<file path="config.mk">
export PLATFORM = sky130hd
export DESIGN_NAME = icache_axi_rd_bridge
export DESIGN_NICKNAME = d
export VERILOG_FILES = /design/src/rtl/icache_axi_rd_bridge.sv
export SDC_FILE = /design/constraint.sdc
export NUM_CORES = 1
export LEC_CHECK = 0
export ABC_AREA = 1
export CAP_MARGIN = 20
export CORE_ASPECT_RATIO = 2
export CORE_MARGIN = 3
export CORE_UTILIZATION = 25
export CTS_CLUSTER_SIZE = 14
export DETAILED_ROUTE_END_ITERATION = 8
export SLEW_MARGIN = 20
export SYNTH_ARGS = -nofsm -noshare
export SYNTH_HDL_FRONTEND = slang
export SYNTH_SLANG_ARGS = --single-unit
</file>
<file path="constraint.sdc">
create_clock -name clk_g -period 3.6 [get_ports clk_g]
set_input_delay 0.72 -clock clk_g [delete_from_list [all_inputs] [get_ports clk_g]]
set_output_delay 0.72 -clock clk_g [all_outputs]
set_load 0.01 [all_outputs]
</file>
<file path="src/rtl/icache_axi_rd_bridge.sv">
// Read-only AXI4 master behind the icache refill port: one outstanding read burst whose beats are assembled into a 128-bit line.
// Optional ICACHE_AXI_RRESP_CHECK_EN enables the rresp / beat-count error flag on ret_err.
module icache_axi_rd_bridge #(
  parameter logic [3:0]  AXI_ID        = 4'd0,
  parameter int unsigned LINE_WORD_NUM = 4
) (
  input  logic         clk_g,
  input  logic         rst,
  input  logic         rd_req,
  input  logic         rd_uncache,
  input  logic [31:0]  rd_addr,
  output logic         rd_rdy,
  output logic         ret_valid,
  output logic [127:0] ret_data,
  output logic         ret_err,
  output logic [3:0]   arid,
  output logic [31:0]  araddr,
  output logic [7:0]   arlen,
  output logic [2:0]   arsize,
  output logic [1:0]   arburst,
  output logic         arvalid,
  input  logic         arready,
  input  logic [3:0]   rid,
  input  logic [31:0]  rdata,
  input  logic [1:0]   rresp,
  input  logic         rlast,
  input  logic         rvalid,
  output logic         rready
);

  localparam logic [1:0] S_IDLE = 2'd0;
  localparam logic [1:0] S_AR   = 2'd1;
  localparam logic [1:0] S_R    = 2'd2;
  localparam logic [1:0] S_RET  = 2'd3;

  localparam logic [7:0] LINE_LEN = 8'(LINE_WORD_NUM - 1);

  logic [1:0]   state_q, state_d;
  logic [31:0]  addr_q, addr_d;
  logic [7:0]   arlen_q, arlen_d;
  logic [127:0] buf_q, buf_d;
  logic [127:0] ret_data_q, ret_data_d;
  logic [127:0] shifted;
  logic         accept;
  logic         beat;

  assign accept  = (state_q == S_IDLE) && rd_req;
  assign beat    = (state_q == S_R) && rvalid;
  // New beat enters at the top; after a full line beat 0 lands in [31:0].
  assign shifted = {rdata, buf_q[127:32]};

  always_comb begin
    state_d    = state_q;
    addr_d     = addr_q;
    arlen_d    = arlen_q;
    buf_d      = buf_q;
    ret_data_d = ret_data_q;
    case (state_q)
      S_IDLE: begin
        if (rd_req) begin
          addr_d  = rd_addr;
          arlen_d = rd_uncache ? 8'd0 : LINE_LEN;
          buf_d   = '0;
          state_d = S_AR;
        end
      end
      S_AR: begin
        if (arready) state_d = S_R;
      end
      S_R: begin
        if (rvalid) begin
          buf_d = shifted;
          if (rlast) begin
            ret_data_d = shifted;
            state_d    = S_RET;
          end
        end
      end
      default: state_d = S_IDLE;
    endcase
  end

  always_ff @(posedge clk_g) begin
    if (rst) begin
      state_q    <= S_IDLE;
      addr_q     <= '0;
      arlen_q    <= '0;
      buf_q      <= '0;
      ret_data_q <= '0;
    end else begin
      state_q    <= state_d;
      addr_q     <= addr_d;
      arlen_q    <= arlen_d;
      buf_q      <= buf_d;
      ret_data_q <= ret_data_d;
    end
  end

  assign rd_rdy    = (state_q == S_IDLE);
  assign arvalid   = (state_q == S_AR);
  assign rready    = (state_q == S_R);
  assign ret_valid = (state_q == S_RET);
  assign ret_data  = ret_data_q;
  assign arid      = AXI_ID;
  assign araddr    = addr_q;
  assign arlen     = arlen_q;
  assign arsize    = 3'b010;
  assign arburst   = 2'b01;

`ifdef ICACHE_AXI_RRESP_CHECK_EN
  logic [8:0] cnt_q, cnt_d;
  logic       err_q, err_d;
  logic [8:0] beat_num, beat_exp;
  logic       unused_rid;

  assign beat_num   = cnt_q + 9'd1;
  assign beat_exp   = {1'b0, arlen_q} + 9'd1;
  assign unused_rid = ^rid;

  // Error is sticky across the burst: bad response, early/late rlast, or surplus beats.
  always_comb begin
    cnt_d = cnt_q;
    err_d = err_q;
    if (accept) begin
      cnt_d = '0;
      err_d = 1'b0;
    end else if (beat) begin
      if (cnt_q != '1) cnt_d = beat_num;
      if ((rresp != 2'b00) || (beat_num > beat_exp) || (rlast && (beat_num != beat_exp)))
        err_d = 1'b1;
    end
  end

  always_ff @(posedge clk_g) begin
    if (rst) begin
      cnt_q <= '0;
      err_q <= 1'b0;
    end else begin
      cnt_q <= cnt_d;
      err_q <= err_d;
    end
  end

  assign ret_err = (state_q == S_RET) && err_q;
`else
  logic unused_r;
  logic unused_acc;

  assign unused_r   = ^{rid, rresp};
  assign unused_acc = accept ^ beat;
  assign ret_err    = 1'b0;
`endif

endmodule

</file>
==> flow_summary_export.csv <==
group,metric,value,unit
synthesis,synth_ff_type,"dfxtp_1",
critical_path,reg2reg_to,"arlen[0]",
final_layout,diodes,0,
synthesis,synth_edf_count,0,
synthesis,synth.distinct_cells,15,
synthesis,async_flop_share,0,%
timing,fmaxAchievable,0.371,GHz
die,core_area,40300,µm²
pwr,p_per_area,739,nW/µm²
timing,grt_setup_unrepaired,"false",
clock_network,ctsHoldBuffers,0,
clock_network,cts_buffers,26,
global_routing,grt_pass1_vias,8893,
critical_path,end_kind,"output port",
synthesis,synthAdderAreaFrac,0.735,%
clock_network,cts_tree,"yes",
synthesis,yosysSeqAreaShare,50.7,%
critical_path,r2r-start,"state_q[1]",
pwr,fin_total_pwr,10200,µW
global_routing,grt_pass1_wl,49100,µm
route,via_per_inst,4.41,
synthesis,yosys_warnings,0,
outcome,run_status,"complete, no violations",
route,wl_met2,16400,µm
min_path,hp-class,"register to register",
timing,setup_viol_count_final,0,
synthesis,muxShareOfSynthArea,0,%
synthesis,synth_top_family_by_area,"compound AO/OA/AOI/OAI gates",
pwr,clockPowerShare,26.0,%
critical_path,worstSetupStartpointType,"register",
synthesis,synth_xor_area_share,0,%
die,floorplan.initialDensity,25.3,%
route,wire_per_inst,15.0,µm
timing,finalHoldViolCount,0,
die,pin_count,259,
min_path,holdPathStages,2,
critical_path,r2r_cells,8,
route,wl_met1,12400,µm
critical_path,cp_data_arrival_time,1.98,ns
global_routing,antenna_found_initial,0,
flow_run,maxCapViolations,0,
min_path,worstHoldStart,"ret_data[21]",
die,die_area,43500,µm²
synthesis,syn_area_per_cell,7.33,µm²
global_routing,overflow,0,
die,rows,104,
synthesis,synth.most_common_cell,"dfxtp_1",
timing,relSlewSlack,48.6,%
clock_network,clockBufferDepth,3,
pwr,ir_drop,0.385,mV
synthesis,synth.area.top_cells,"dfxtp_1 51%, a21oi_1 11%, o21ai_0 7.9%",
route,firstDrtPassIters,4,
route,wirelength,31700,µm
synthesis,yosys_register_bits,259,
place,gp_congestion,0.812,
timing,min_period_over_period,74.9,%
global_routing,grt.total_usage,14.0,%
pwr,switching_share,36.6,%
route,drc,0,
timing,final_max_slew_viol_count,0,
timing,worst_clock_skew,0.0149,ns
critical_path,critPathRequiredTime,2.88,ns
critical_path,crit_fanout,5,
final_layout,multi_input_area,3980,µm²
final_layout,fill_cells,4302,
route,wl_met3,1720,µm
place,io_buffers,236,
pwr,p_leak,0.00524,µW
timing,period_needed,2.70,ns
die,die_w,149,µm
synthesis,synth.largest_area_cell,"dfxtp_1",
pwr,power.share.combinational,36.2,%
route,drt_iter0_drc,321,
clock_network,ctsResizeCount,0,
clock_network,post_cts_buffers,0,
pwr,switching_power,3750,µW
timing,fin_tns_setup,0,ns
final_layout,drive_gt1_share,4.23,%
clock_network,htreeDepth,1,
place,dpl.hpwl,22200,µm
pwr,pwr-share-seq,37.8,%
timing,worst_pin_slew,0.771,ns
min_path,min_to,"ret_data[21]",
synthesis,synth_cells,1394,
synthesis,yosys.area_share.simple,18.5,%
critical_path,r2r_slack,1.19,ns
final_layout,area_growth,35.3,%
clock_network,clock_sinks,259,
die,fp.dieH,292,µm
pwr,internal_power,6480,µW
synthesis,synth_compound_area_share,18.8,%
synthesis,ys_top_cells_by_count,"259 x dfxtp_1, 223 x a21oi_1, 206 x nand2_1, 169 x nor2_1, 161 x o21ai_0",
synthesis,yosys.area.top_type_share,50.7,%
clock_network,clk_latency,0.54,ns
clock_network,root_buffer,"clkbuf_16",
global_routing,grt_max_degree,90,
route,ant_nets,0,
route,vias,9310,
route,routed.top_layer,"met4",
clock_network,clkSlewWorstSetupHoldPaths,0.06,ns
final_layout,fin_nets,1650,
synthesis,synth.cell_area,10200,µm²
final_layout,seq_area,5180,µm²
critical_path,worst-setup-path-type,"register to output port",
==> cell usage in the layout, fill, tap and decap left out <==
cell type / n
nand2_1: 205
conb_1: 16
a21oi_1: 223
ha_4: 1
nand2_4: 1
clkbuf_1: 7
clkdlybuf4s50_1: 236
inv_1: 140
o21ai_0: 161
clkbuf_16: 27
nor2_1: 169
buf_12: 7
ha_1: 5
clkinvlp_4: 1
clkinv_1: 1
inv_6: 2
nand3_1: 94
buf_4: 18
dfxtp_1: 259
clkinv_4: 1
nor2_4: 1
clkbuf_8: 7
nand3_4: 1
==> routing by layer <==
layer	GRT usage [%]	up-vias
li1	-	4772
met4	5.50	0
met5	0	-
met3	2.56	43
met1	15.8	4250
met2	25.7	245
==> kinds of logic (layout without fill, tap and decap cells) <==
logic type / Yosys count / after routing
buffers and inverters: 272 / 447
and+or+nand+nor: 471 / 471
DFF: 259 / 259
adders and majority gates: 6 / 6
AOI/OAI and AO/OA: 384 / 384
other: 2 / 16
==> sequential cells by signal, indices dropped and copies added (netlist names) <==
signal / flops
state_q: 2
buf_q: 96
araddr: 32
ret_data: 128
arlen: 1
==> final cells by class <==
class / count / share of cell area, %
repair buffers: 261 / 19.1
well taps: 530 / 4.79
clock buffers: 41 / 5.77
multi-input cells: 877 / 28.8
inverters: 142 / 3.89
clock inverters: 3 / 0.181
flip-flops and latches: 259 / 37.5
==> worst max-delay path by stage <==
stage                          start    endpoint  slack, ns
after CTS                 state_q[0]      rready       0.85
after global placement        rd_req    arlen[0]       0.78
after global routing      state_q[0]      rready       0.78
after floorplan           state_q[0]  buf_q[100]       1.98
after detailed placement      rd_req    arlen[0]       0.75
final                     state_q[0]      rready       0.90
==> per-stage QoR <==
stage	instance area (µm²)	util [%]	std cells	hold WS (ns)	setup WS [ns]
3_5_place_dp	13000	32.2	2069	0.434	0.746
3_3_place_gp	13000	32.2	2069	0.430	0.781
4_1_cts	13800	34.3	2113	0.446	0.847
2_1_floorplan	10300	-	1408	0.446	1.98
6_report	13800	34.3	2113	0.441	0.903
5_1_grt	13800	34.3	2113	0.460	0.777
==> worst max-delay path, cell delays in order, from the launching register on <==
cell and delay [ns]:
dfxtp_1 0.34, inv_1 0.17, ha_1 0.33, clkdlybuf4s50_1 0.60
==> power groups by stage <==
stage	combinational, µW	sequential, µW	clock, µW
final	3700	3870	2660
after detailed placement	3760	3940	0
after floorplan	2290	3910	0
after global placement	3720	3930	0
after CTS	3770	3880	2760
after global routing	4180	3950	2870
No activity file was read; power rests on OpenSTA's default activity.
